--- src/rtl/zap_wb_rr_arbiter.sv ---
// Round-robin Wishbone arbiter for NUM_MASTERS requesters sharing one bus.
// A grant is held for a full burst and released on end-of-burst, a classic ack, or an abort.
module zap_wb_rr_arbiter #(
   parameter int NUM_MASTERS = 4
) (
   input  logic                      i_clk,
   input  logic                      i_reset,
   input  logic [NUM_MASTERS-1:0]    i_m_wb_cyc,
   input  logic [NUM_MASTERS-1:0]    i_m_wb_stb,
   input  logic [NUM_MASTERS-1:0]    i_m_wb_wen,
   input  logic [4*NUM_MASTERS-1:0]  i_m_wb_sel,
   input  logic [32*NUM_MASTERS-1:0] i_m_wb_dat,
   input  logic [32*NUM_MASTERS-1:0] i_m_wb_adr,
   input  logic [3*NUM_MASTERS-1:0]  i_m_wb_cti,
   output logic [NUM_MASTERS-1:0]    o_m_wb_ack,
   output logic                      o_wb_cyc,
   output logic                      o_wb_stb,
   output logic                      o_wb_wen,
   output logic [3:0]                o_wb_sel,
   output logic [31:0]               o_wb_dat,
   output logic [31:0]               o_wb_adr,
   output logic [2:0]                o_wb_cti,
   input  logic                      i_wb_ack,
   output logic [NUM_MASTERS-1:0]    o_grant
);

   localparam int IW = (NUM_MASTERS > 1) ? $clog2(NUM_MASTERS) : 1;

   typedef enum logic {S_IDLE, S_OWN} state_t;

   state_t                 state_q;
   logic [NUM_MASTERS-1:0] grant_q;
   logic [IW-1:0]          last_q;

   logic [IW-1:0]          pick_idx_d;
   logic                   pick_found_d;
   logic [NUM_MASTERS-1:0] pick_onehot_d;
   logic [2:0]             cti_mux;
   logic                   release_d;

   // Search order starts one past the last winner and wraps; the sum never exceeds IW+1 bits.
   // NOTE: every always_comb output gets a default first so no path can infer a latch.
   always_comb begin
      logic [IW:0] sum;
      pick_idx_d   = last_q;
      pick_found_d = 1'b0;
      for (int i = 1; i <= NUM_MASTERS; i++) begin
         sum = {1'b0, last_q} + (IW+1)'(i);
         if (sum >= (IW+1)'(NUM_MASTERS)) sum = sum - (IW+1)'(NUM_MASTERS);
         if (!pick_found_d && i_m_wb_stb[sum[IW-1:0]]) begin
            pick_found_d = 1'b1;
            pick_idx_d   = sum[IW-1:0];
         end
      end
      pick_onehot_d = NUM_MASTERS'(1) << pick_idx_d;
   end

   // AND-OR mux keyed by the one-hot grant; an empty grant yields the idle bus values.
   always_comb begin
      o_wb_cyc = 1'b0;
      o_wb_stb = 1'b0;
      o_wb_wen = 1'b0;
      o_wb_sel = '0;
      o_wb_dat = '0;
      o_wb_adr = '0;
      cti_mux  = '0;
      for (int k = 0; k < NUM_MASTERS; k++) begin
         if (grant_q[k]) begin
            o_wb_cyc = o_wb_cyc | i_m_wb_cyc[k];
            o_wb_stb = o_wb_stb | i_m_wb_stb[k];
            o_wb_wen = o_wb_wen | i_m_wb_wen[k];
            o_wb_sel = o_wb_sel | i_m_wb_sel[4*k +: 4];
            o_wb_dat = o_wb_dat | i_m_wb_dat[32*k +: 32];
            o_wb_adr = o_wb_adr | i_m_wb_adr[32*k +: 32];
            cti_mux  = cti_mux  | i_m_wb_cti[3*k +: 3];
         end
      end
      o_wb_cti = (grant_q == '0) ? 3'b111 : cti_mux;
   end

   assign o_m_wb_ack = grant_q & {NUM_MASTERS{i_wb_ack}};
   assign o_grant    = grant_q;

   // Only o_wb_cyc from the granted master matters for abort detection.
   assign release_d = (i_wb_ack && (o_wb_cti == 3'b111 || o_wb_cti == 3'b000)) || !o_wb_cyc;

   // NOTE: sequential state uses non-blocking assignments so every register samples pre-edge values.
   always_ff @(posedge i_clk) begin
      if (i_reset) begin
         state_q <= S_IDLE;
         grant_q <= '0;
         last_q  <= IW'(NUM_MASTERS - 1);
      end else begin
         case (state_q)
            S_IDLE: begin
               if (pick_found_d) begin
                  grant_q <= pick_onehot_d;
                  last_q  <= pick_idx_d;
                  state_q <= S_OWN;
               end
            end
            S_OWN: begin
               if (release_d) begin
                  grant_q <= '0;
                  state_q <= S_IDLE;
               end
            end
            default: begin
               grant_q <= '0;
               state_q <= S_IDLE;
            end
         endcase
      end
   end

endmodule
--- config.mk ---
export PLATFORM = sky130hd
export DESIGN_NAME = zap_wb_rr_arbiter
export DESIGN_NICKNAME = d
export VERILOG_FILES = /design/src/rtl/zap_wb_rr_arbiter.sv
export SDC_FILE = /design/constraint.sdc
export NUM_CORES = 1
export LEC_CHECK = 0
export ABC_CLOCK_PERIOD_IN_PS = 4740
export BUFFER_PORTS_ARGS = -buffer_cell sky130_fd_sc_hd__buf_2
export CAP_MARGIN = 20
export CORE_AREA = 2 2 146 148
export CTS_CLUSTER_SIZE = 24
export DETAILED_ROUTE_END_ITERATION = 8
export DIE_AREA = 0 0 148 150
export PLACE_DENSITY = 0.37
export SYNTH_ARGS = -nofsm -noshare
export SYNTH_HDL_FRONTEND = slang
export SYNTH_SLANG_ARGS = --single-unit
--- constraint.sdc ---
create_clock -name i_clk -period 4.74 [get_ports i_clk]
set_input_delay 0.237 -clock i_clk [delete_from_list [all_inputs] [get_ports i_clk]]
set_output_delay 0.237 -clock i_clk [all_outputs]
set_load 0.1 [all_outputs]
Yosys cells after proc, flatten, opt, wreduce, memory -nomap -nowiden
Index checks and enable logic that the tools add are counted.

Bits of input ports: 299. Register bits after elaboration: 7.

Muxes and demuxes: 55. Reduce and logical (&&, ||, !) cells: 14. Bitwise operators: 23. $add $sub $neg: 8. Order comparisons: 8. Shift operators: 1. Equal/unequal tests: 3.

Operators by type and width (count): $mux 32 (8); $or 32x32->32 (6); $mux 4 (6); $mux 1 (22); $mux 2 (8); $mux 3 (5); $ge 3x3->1 const B (4); $lt 2x3->1 const B (4); $or 4x4->4 (3); $or 1x1->1 (9); $or 3x3->3 (3); $bmux 1 s2 (4); $pmux 4 s2 (1); $sub 2x1->2 const B (4); $add 2x2->3 const B (2); $and 4x4->4 (1); $logic_and 1x1->1 (4); $logic_not 1->1 (4); $logic_not 4->1 (1); $reduce_and 2->1 (2); $shl 1x2->4 const A (1); $add 2x1->3 const B (1); $add 2x3->3 const B (1); $eq 3x3->1 const B (1); other kinds (6) (7).

Depth between registers and ports, before layout
Gate-level depths: netlist (run 1).

Depth after elaboration: 18. Gate-level depth with buffers: 6. Gate-level depth less buffers: 5.

Worst setup path before layout (run 1)
Ideal clock, no wire load.

Path kind: register to output. Start: register grant_q[1] (netlist: o_grant[1]). End: output port o_m_wb_ack[1]. Arrival time: 2.399 ns. Required time: 4.503 ns. Setup slack: 2.104 ns. Buffers on the path: 2. Stages on the path, launching flop included: 4. Cell sequence: dfxtp_1 > clkbuf_1 > clkbuf_1 > and2_1.

Cells in the longest elaborated chain, start to end: 1.

RTL lines: start, declared (line 32) `logic [NUM_MASTERS-1:0] grant_q;`; start signal, assigned (line 97) `grant_q <= pick_onehot_d;`; $and 4x4->4 (line 81) `assign o_m_wb_ack = grant_q & {NUM_MASTERS{i_wb_ack}};`; end, declared (line 15) `output logic [NUM_MASTERS-1:0] o_m_wb_ack,`.

Every way passes these cells.

Final worst setup path (run 1)
Start: register grant_q[1] (netlist: o_grant[1]). End: output port o_wb_dat[6].

Cells in the longest elaborated chain, start to end: 5.

RTL lines: $mux 32 (*) (line 68) `if (grant_q[k]) begin`; $or 32x32->32 (line 73) `o_wb_dat = o_wb_dat | i_m_wb_dat[32*k +: 32];`; $mux 32 (*) (line 68); $or 32x32->32 (line 73); $mux 32 (*) (line 68); end, declared (line 20) `output logic [31:0] o_wb_dat,`.

Mark *: on every way between the ends. The rest lies on a longest branch, timed or not.

==> results of run 1 <==
-- cell usage after synthesis (2+ instances only) --
| master | n | area [um^2] |
|---|---|---|
| and2_1 | 5 | 31.28 |
| or4_1 | 3 | 22.52 |
| o31ai_1 | 3 | 22.52 |
| buf_1 | 2 | 7.510 |
| a221oi_1 | 3 | 26.28 |
| a211oi_1 | 2 | 15.01 |
| dfxtp_1 | 7 | 140.1 |
| a21oi_1 | 7 | 35.03 |
| a22o_1 | 3 | 26.28 |
| nor2_1 | 2 | 7.510 |
| nand2_1 | 75 | 281.5 |
| nor2b_1 | 2 | 12.51 |
| a22oi_1 | 142 | 1066 |
| inv_1 | 3 | 11.26 |
| clkbuf_1 | 31 | 116.4 |
-- where the power goes --
group,switching (uW),internal (uW)
clock,30.7,112
sequential,32.6,64.7
combinational,743,204
total,807,380
-- sequential cells by signal, summed over array words and instances, names as in the netlist --
| register | flops |
|---|---|
| state_q | 1 |
| last_q | 2 |
| o_grant | 4 |
-- worst max-delay path by stage --
stage	from	endpoint	slack [ns]
after global placement	o_grant[2]$_SDFFE_PP0P_	o_grant[3]$_SDFFE_PP0P_	2.05
after CTS	o_grant[1]$_SDFFE_PP0P_	o_wb_dat[6]	2.02
final	o_grant[1]$_SDFFE_PP0P_	o_wb_dat[6]	2.04
after detailed placement	o_grant[2]$_SDFFE_PP0P_	o_grant[3]$_SDFFE_PP0P_	2.07
after floorplan	o_grant[1]$_SDFFE_PP0P_	o_m_wb_ack[1]	2.10
after global routing	o_grant[2]$_SDFFE_PP0P_	o_grant[3]$_SDFFE_PP0P_	1.84
-- cell families after synthesis --
logic type / count (synthesis) / synth area share, %
compound gates: 165 / 62.50
simple gates: 97 / 22.21
buf+inv: 38 / 7.677
flops: 7 / 7.106
mux: 1 / 0.5076
-- cell type report --
| type | count | area share [%] |
|---|---|---|
| Timing Repair Buffer | 384 | 46.09 |
| Clock buffer | 4 | 1.881 |
| Inverter | 3 | 0.2687 |
| Multi-Input combinational cell | 263 | 40.09 |
| Sequential cell | 7 | 3.463 |
| Tap cell | 275 | 8.209 |
-- metal layers --
layer / track usage, % / share of wire, %
met4: 2.333 / 1.2
met2: 22.15 / 54
met1: 11.74 / 38
met5: 0 / 0
met3: 1.037 / 7.6
-- critical path, delay by kind of cell (launching register included) --
kind / cells / cell delay [ns]
AOI/OAI and AO/OA: 1 / 0.13
buffers and inverters: 2 / 0.91
DFF: 1 / 1.01
and+or+nand+nor: 1 / 0.11
-- through the flow --
stage	instance area, um^2	cells	total power, uW	util [%]	setup slack [ns]
6_report	4192	936	1187	20.26	2.045
3_5_place_dp	4113	932	1049	19.88	2.075
5_1_grt	4192	936	1239	20.26	1.844
3_3_place_gp	4113	932	1053	19.88	2.053
4_1_cts	4192	936	1195	20.26	2.018
2_1_floorplan	1972	308	808.5	-	2.104
==> impl_metrics.yaml, run 1 <==
clocking:
  cts-resized-gates: 0
  clock_latency_ns: 0.23
  cts_tree: "built"
  cts-root-buf: "clkbuf_16"
  htreeDepth: 1
  hold_buffers: 0
  clk_pin_slew_ns: 0.04
  cts_sinks: 7
  clock_path_buffers: 2
  tritoncts.num_buffers: 3
  post_cts_buffers: 0
global_route:
  grt_overflow: 0
  grt_use_total_pct: 10.78
  grt_start_max_net_pins: 53
  grt_pass1_wl_mm: 19.41
  antenna_found_initial: 0
  grt_pass1_vias: 3800
timing:
  worst_slew_pin_slew_ns: 1.087
  whs_ns: 0.2908
  setup_viol: 0
  setup_tns_ns: 0
  finClkSkew_ns: 0.0008771
  rsz0062_at_grt: "false"
  fmax_mhz: 371.0
  fin_crit_sh_pct: 56.86
  finalHoldViolations: 0
  slew_headroom_pct: 27.55
  min_period_ns: 2.695
  drv_slew: 0
placed_design:
  gp_congestion: 0.7179
  io_buffer_count: 380
  dp_hpwl_mm: 10.93
power_and_ir_drop:
  vdd_drop_max_uv: 121.6
  p_leak_uw: 0.002446
  p_per_area_nw_per_um2: 283.1
worst_setup_path:
  path_class: "flip-flop to output pin"
  reg2reg_to: "o_grant[1]$_SDFFE_PP0P_"
  cp.required_ns: 4.50
  r2r_start: "o_grant[2]$_SDFFE_PP0P_"
  startpoint_type: "flip-flop"
  slowest_stage: "dfxtp_2"
  cpPeakStageDelay_ns: 1.01
  r2r_setup_slack_ns: 2.07
  crit_chain: "buf_4 -> a22oi_1 -> nand2_1 -> buf_2"
  arrival_ns: 2.46
  crit_fanout: 52
  r2r_cells: 5
  worst_setup_path_end_kind: "output pin"
floorplan:
  core_um2: 20690
  dieHeight_um: 150
  start_util_pct: 9.531
  fp.dieW_um: 148
  die_area_um2: 22200
  io-pin-count: 381
  row_count: 53
drt:
  drt-initial-drc-count: 185
  routed_via_density: 4.234
  wl_per_cell_um: 14.70
  drtPass1Iterations: 4
  ant_nets: 0
  wl_mm: 13.76
  vias: 3963
  drcViolationCount: 0
final_layout:
  drive_gt1_share_pct: 59.46
  seq_area_um2: 145.1
  mostFrequentLayoutCells: "380 x buf_2, 142 x a22oi_1, 75 x nand2_1, 7 x a21oi_1, 5 x and2_1"
  antenna_cells: 0
  multiInputGateArea_um2: 1680
  layout_commonest_cell: "buf_2"
  area_growth_pct: 112.6
  n_fill_cell: 2408
  final_nets: 961
yosys:
  synthCells: 308
  synth.avg_cell_area_um2: 6.402
  ys_warn_count: 0
  synth-seq-cells: 7
  synthDistinctLibCells: 33
  synth_edf_count: 0
  synthFlopType: "dfxtp_1"
  syn_area_um2: 1972
  async_reset_ff_share_pct: 0
  synth_nets: 607
  ys_seq_area_share_pct: 7.107
hold_path:
  hold_depth: 2
  hold_start: "i_reset"
  hp-class: "primary input to flip-flop"
  worstHoldEndpoint: "o_grant[0]$_SDFFE_PP0P_"
run_status:
  status: "finished clean"
flow_run:
  cap_violations: 0
Note: power is estimated with default switching activity, not from simulation.
==> inputs of run 2 (changes only) <==
--- a/config.mk
+++ b/config.mk
@@ -5,13 +5,13 @@
 export SDC_FILE = /design/constraint.sdc
 export NUM_CORES = 1
 export LEC_CHECK = 0
-export ABC_CLOCK_PERIOD_IN_PS = 4740
+export ABC_CLOCK_PERIOD_IN_PS = 2450
 export BUFFER_PORTS_ARGS = -buffer_cell sky130_fd_sc_hd__buf_2
 export CAP_MARGIN = 20
-export CORE_AREA = 2 2 146 148
+export CORE_AREA = 2 2 149 151
 export CTS_CLUSTER_SIZE = 24
 export DETAILED_ROUTE_END_ITERATION = 8
-export DIE_AREA = 0 0 148 150
+export DIE_AREA = 0 0 151 153
 export PLACE_DENSITY = 0.37
 export SYNTH_ARGS = -nofsm -noshare
 export SYNTH_HDL_FRONTEND = slang
==> constraint.sdc (replaced) <==
create_clock -name i_clk -period 2.45 [get_ports i_clk]
set_input_delay 0.1225 -clock i_clk [delete_from_list [all_inputs] [get_ports i_clk]]
set_output_delay 0.1225 -clock i_clk [all_outputs]
set_load 0.1 [all_outputs]
==> run 2 against run 1 <==
Net effect:
- routed wire length is essentially flat
- cell area grew 20%
- count of clock-buffer cells in the layout is the same
- sequential power rose by 47%
- combinational power grew 140%
- sequential cell count stayed put
- total power rose by 130%
- global-route usage is essentially flat
- clock power increased by 97%
- first-iteration DRC count grew 15%
- largest power group unchanged
- highest routed layer unchanged
==> impl_metrics.yaml, run 2 (synthesis results as in run 1) <==
worst_setup_path:
  cpPeakStageDelay_ns: 0.44
  slowest_stage: "dfxtp_2"
  worst_setup_path_end_kind: "output pin"
  startpoint_type: "flip-flop"
  crit_chain: "buf_4 -> a22oi_1 -> nand2_1 -> buf_2"
  cp.depth: 4
  reg2reg_to: "o_grant[0]$_SDFFE_PP0P_"
  crit_buf_inv: 2
  cp.required_ns: 2.33
  arrival_ns: 1.80
  r2r_cells: 6
  crit_fanout: 35
  path_class: "flip-flop to output pin"
  r2r_start: "o_grant[0]$_SDFFE_PP0P_"
  r2r_setup_slack_ns: 0.68
  crit_family: "buffers and inverters"
hold_path:
  hp-class: "primary input to flip-flop"
  hold_depth: 2
  hold_start: "i_reset"
  worstHoldEndpoint: "o_grant[2]$_SDFFE_PP0P_"
global_route:
  grt_pass1_vias: 3883
  grt_overflow: 0
  antenna_found_initial: 0
  grt_start_max_net_pins: 43
  grt_pass1_wl_mm: 20.10
  grt_use_total_pct: 10.76
run_status:
  status: "finished clean"
timing:
  fin_crit_sh_pct: 78.50
  fmax_mhz: 520.0
  finClkSkew_ns: 0.002283
  min_period_ns: 1.923
  worst_slew_pin_slew_ns: 0.4924
  fin_ws_ns: 0.5268
  slew_headroom_pct: 67.18
  setup_viol: 0
  finalHoldViolations: 0
  drv_slew: 0
  setup_tns_ns: 0
  rsz0062_at_grt: "false"
power_and_ir_drop:
  p_per_area_nw_per_um2: 538.0
  p_leak_uw: 0.002643
  vdd_drop_max_uv: 142.5
placed_design:
  dp_hpwl_mm: 11.66
  gp_congestion: 0.7344
  dp_slack_ns: 0.6843
  io_buffer_count: 380
clocking:
  htreeDepth: 1
  tritoncts.num_buffers: 3
  clock_latency_ns: 0.23
  cts-root-buf: "clkbuf_16"
  clk_pin_slew_ns: 0.04
  hold_buffers: 0
  cts-resized-gates: 0
  clock_path_buffers: 2
  cts_sinks: 7
  post_cts_buffers: 0
  cts_tree: "built"
final_layout:
  drive_gt1_share_pct: 59.85
  area_growth_pct: 154.7
  layout_commonest_cell: "buf_2"
  antenna_cells: 0
  fin_util_pct: 23.38
  largest_reg_flops: 4
  n_fill_cell: 2418
  final_nets: 965
  mostFrequentLayoutCells: "328 x buf_2, 142 x a22oi_1, 75 x nand2_1, 53 x buf_12"
floorplan:
  dieHeight_um: 153
  die_area_um2: 23100
  io-pin-count: 381
  start_util_pct: 9.178
  core_um2: 21490
  fp.dieW_um: 151
  row_count: 54
flow_run:
  cap_violations: 0
drt:
  wl_per_cell_um: 14.56
  drtPass1Iterations: 6
  drt-initial-drc-count: 213
  vias: 3957
  ant_nets: 0
  wl_mm: 13.76
  drcViolationCount: 0
  routed_via_density: 4.187
[run 2: changes by cell type in the layout (fill, tap and decap cells not counted)]
cell    previous run  this run
and2_2             0         1
and2_1             5         4
buf_2            380       328
buf_4              4         7
buf_12             0        53
[run 2: stage by stage]
step / cells / power, uW / area [um^2] / hold WS, ns
2_1_floorplan: 308 / 1565 / 1978 / 0.3588
3_3_place_gp: 941 / 2441 / 4943 / 0.4088
3_5_place_dp: 941 / 2434 / 4943 / 0.4100
4_1_cts: 945 / 2724 / 5022 / 0.1711
5_1_grt: 945 / 2817 / 5022 / 0.1913
6_report: 945 / 2702 / 5022 / 0.1717
[run 2: layer usage]
| metal | vias to the layer above | track usage (%) | share of wire (%) |
|---|---|---|---|
| li1 | 1946 | - | - |
| met1 | 1773 | 12.70 | 39 |
| met2 | 229 | 20.65 | 51 |
| met3 | 9 | 1.493 | 9.0 |
| met4 | 0 | 1.647 | 0.92 |
| met5 | - | 0 | 0 |
[run 2: cell type report]
class                   instances  area, um^2  area share [%]
inverters                       3       11.26          0.2242
multi-input cells             263        1682           33.48
flip-flops and latches          7       145.1           2.890
repair buffers                388        2755           54.86
well taps                     280       350.3           6.976
clock buffers                   4       78.83           1.570
[run 2: how the worst max path moves through the flow]
stage                       startpoint                 endpoint
2_1_floorplan  o_grant[2]$_SDFFE_PP0P_              o_wb_adr[0]
3_3_place_gp   o_grant[0]$_SDFFE_PP0P_  o_grant[2]$_SDFFE_PP0P_
3_5_place_dp   o_grant[0]$_SDFFE_PP0P_  o_grant[0]$_SDFFE_PP0P_
4_1_cts        o_grant[2]$_SDFFE_PP0P_             o_wb_adr[13]
5_1_grt        o_grant[2]$_SDFFE_PP0P_             o_wb_adr[13]
6_report       o_grant[2]$_SDFFE_PP0P_             o_wb_adr[13]
[run 2: power by group]
group | leakage, uW | total [uW] | switching [uW] | internal [uW]
logic | 0.00255 | 2280 | 1550 | 724
registers | 0.0000594 | 143 | 17.6 | 125
clock network | 0.0000382 | 281 | 64.6 | 217
==> inputs of run 3 (changes only) <==
==> config.mk (replaced) <==
export PLATFORM = sky130hd
export DESIGN_NAME = zap_wb_rr_arbiter
export DESIGN_NICKNAME = d
export VERILOG_FILES = /design/src/rtl/zap_wb_rr_arbiter.sv
export SDC_FILE = /design/constraint.sdc
export NUM_CORES = 1
export LEC_CHECK = 0
export ABC_AREA = 1
export ABC_CLOCK_PERIOD_IN_PS = 1990
export BUFFER_PORTS_ARGS = -buffer_cell sky130_fd_sc_hd__buf_2
export CAP_MARGIN = 20
export CORE_AREA = 2 2 147 149
export CTS_CLUSTER_SIZE = 24
export DETAILED_ROUTE_END_ITERATION = 8
export DIE_AREA = 0 0 149 151
export PLACE_DENSITY = 0.38
export SYNTH_ARGS = -nofsm -noshare
export SYNTH_HDL_FRONTEND = slang
export SYNTH_SLANG_ARGS = --single-unit
==> constraint.sdc (replaced) <==
create_clock -name i_clk -period 1.99 [get_ports i_clk]
set_input_delay 0.0995 -clock i_clk [delete_from_list [all_inputs] [get_ports i_clk]]
set_output_delay 0.0995 -clock i_clk [all_outputs]
set_load 0.1 [all_outputs]
==> run 3 against run 2 <==
Net effect:
- cell area grew 5.9%
- sequential share of layout area is essentially flat
- first-iteration DRC count shrank 34%
- count of clock-buffer cells in the layout is the same
- area after synthesis grew 22%
- via count grew 17%
- register-to-register slack lost 0.45 ns
- non-clock buffer count grew 2
- routed wire length grew 20%
- sequential cell count is the same
- critical path type unchanged
- critical endpoint is now o_wb_dat[12]
- largest cell class unchanged
==> impl_metrics.yaml, run 3 <==
run_status:
  status: "finished clean"
yosys:
  ys_warn_count: 0
  synth_edf_count: 0
  synthFlopType: "dfxtp_1"
  synthCells: 513
  yosys.area.top_type_share_pct: 52.86
  synth.avg_cell_area_um2: 4.693
  ys_seq_area_share_pct: 5.821
  synth_top_family_by_area: "simple AND/OR/NAND/NOR gates"
  yosysMostFrequentCell: "nand2_1"
  synth-seq-cells: 7
  synth_nets: 812
  async_reset_ff_share_pct: 0
  synth_xor_area_share_pct: 0
  synth_simple_gate_area_share_pct: 82.02
  syn_area_um2: 2407
  ys_top_cells_by_count: "339 x nand2_1, 71 x nand4_1, 14 x buf_1, 14 x clkbuf_1, 13 x inv_1"
  synthMuxAreaShare_pct: 0
  synth_top_cell_by_area: "nand2_1"
  synth_fa_ha_area_share_pct: 0
  synth_area_leaders: "nand2_1 53%, nand4_1 18%, dfxtp_1 5.8%"
  synth_compound_area_share_pct: 3.742
  synthDistinctLibCells: 26
floorplan:
  row_count: 53
  io-pin-count: 381
  die_area_um2: 22500
  dieHeight_um: 151
  start_util_pct: 11.56
  core_um2: 20820
  fp.dieW_um: 149
clocking:
  clock_path_buffers: 2
  tritoncts.num_buffers: 3
  clk_pin_slew_ns: 0.04
  hold_buffers: 0
  cts-root-buf: "clkbuf_16"
  cts_tree: "built"
  cts-resized-gates: 0
  htreeDepth: 1
  clock_latency_ns: 0.23
  cts_sinks: 7
  post_cts_buffers: 0
final_layout:
  largest_reg_flops: 4
  final_nets: 1174
  fin_cells: 1149
  antenna_cells: 0
  mostFrequentLayoutCells: "342 x buf_2, 338 x nand2_1, 71 x nand4_1, 43 x buf_12, 13 x inv_1"
  area_growth_pct: 120.9
  layout_commonest_cell: "buf_2"
  n_fill_cell: 2428
  drive_gt1_share_pct: 48.28
worst_setup_path:
  slowest_stage: "buf_2"
  crit_fanout: 34
  r2r_setup_slack_ns: 0.23
  path_class: "flip-flop to output pin"
  cpPeakStageDelay_ns: 0.42
  crit_family: "buffers and inverters"
  cp.required_ns: 1.89
  startpoint_type: "flip-flop"
  worst_setup_path_end_kind: "output pin"
  crit_chain: "buf_4 -> nand2_1 -> nand4_1 -> buf_2"
  arrival_ns: 1.68
  crit_buf_inv: 2
timing:
  finClkSkew_ns: 0.001967
  rsz0062_at_grt: "false"
  fmax_mhz: 560.9
  min_period_ns: 1.783
  fin_crit_sh_pct: 89.60
  worst_slew_pin_slew_ns: 0.4994
  slew_headroom_pct: 66.93
  drv_slew: 0
  finalHoldViolations: 0
  setup_viol: 0
drt:
  drt-initial-drc-count: 141
  routed_via_density: 4.036
  wl_mm: 16.48
  drtPass1Iterations: 5
  ant_nets: 0
  drcViolationCount: 0
  wl_per_cell_um: 14.34
  vias: 4637
placed_design:
  io_buffer_count: 380
  gp_congestion: 0.7875
  dp_hpwl_mm: 13.57
  placed_cells_incl_taps: 1145
global_route:
  grt_use_total_pct: 13.02
  grt_pass1_wl_mm: 23.27
  grt_start_max_net_pins: 38
  antenna_found_initial: 0
  grt_overflow: 0
  grt_pass1_vias: 4351
flow_run:
  cap_violations: 0
hold_path:
  hp-class: "primary input to flip-flop"
==> run 3: changes by cell type in the layout (fill, tap and decap cells not counted), sizes merged, moves of 4 or more <==
| cell | change |
|---|---|
| nand3 | +10 |
| inv | +12 |
| o21ai | +4 |
| and2 | -5 |
| nor2 | +6 |
| nand2 | +279 |
| a22oi | -141 |
| nand4 | +70 |
==> run 3: stage by stage <==
stage               setup TNS [ns]  util, %  setup slack (ns)  hold WS, ns  area [um^2]
floorplan                   -1.111        -           -0.2454       0.1528         2447
global placement                 0    25.17            0.2482       0.3531         5240
detailed placement               0    25.17            0.2458       0.3534         5240
CTS                              0    25.54            0.1868       0.1133         5319
global route                     0    25.54           0.07130       0.1238         5319
finish                           0    25.54            0.2070       0.1151         5319
==> run 3: cell type report <==
class                           count  area, um^2  share of cell area (%)
Clock buffer                        4       78.83                   1.482
Inverter                           15       63.81                   1.200
Multi-Input combinational cell    458        2067                   38.86
Sequential cell                     7       155.1                   2.917
Tap cell                          275       344.1                   6.469
Timing Repair Buffer              390        2610                   49.07
==> run 3: layer usage <==
metal / up-vias / wire length [um] / track usage, %
met4: 0 / 65 / 0.8095
met5: - / 0 / 0
met3: 6 / 1297 / 2.169
met1: 2027 / 6815 / 16.46
met2: 217 / 8296 / 24.17
li1: 2387 / - / -
==> run 3: final timing paths <==
kind                                start                       to  cells after the start
setup / recovery  o_grant[3]$_SDFFE_PP0P_             o_wb_dat[12]                      4
hold / removal                    i_reset  o_grant[2]$_SDFFE_PP0P_                      2
setup reg to reg   last_q[0]$_SDFFE_PP1P_  o_grant[1]$_SDFFE_PP0P_                     10
hold reg to reg        state_q$_SDFF_PP0_       state_q$_SDFF_PP0_                      3
==> run 3: cell families after synthesis <==
logic type | count (synthesis)
AOI/OAI and AO/OA | 14
and+or+nand+nor | 444
buffers and inverters | 48
DFF | 7
==> run 3: worst reg2reg max path, stage by stage (launching register included) <==
cell and delay [ns]:
dfxtp_1 0.60, nand2_1 0.17, nand2_4 0.14, nand2_4 0.06, nand2_4 0.09, nor2_8 0.05
nand3_1 0.08, nand2_2 0.10, a21oi_2 0.18, nand2_1 0.08, a21oi_1 0.13
Power of run 3 is left out: the tool's default activity adds up to more than one toggle a clock period on the data nets, which glitch-free logic cannot reach.
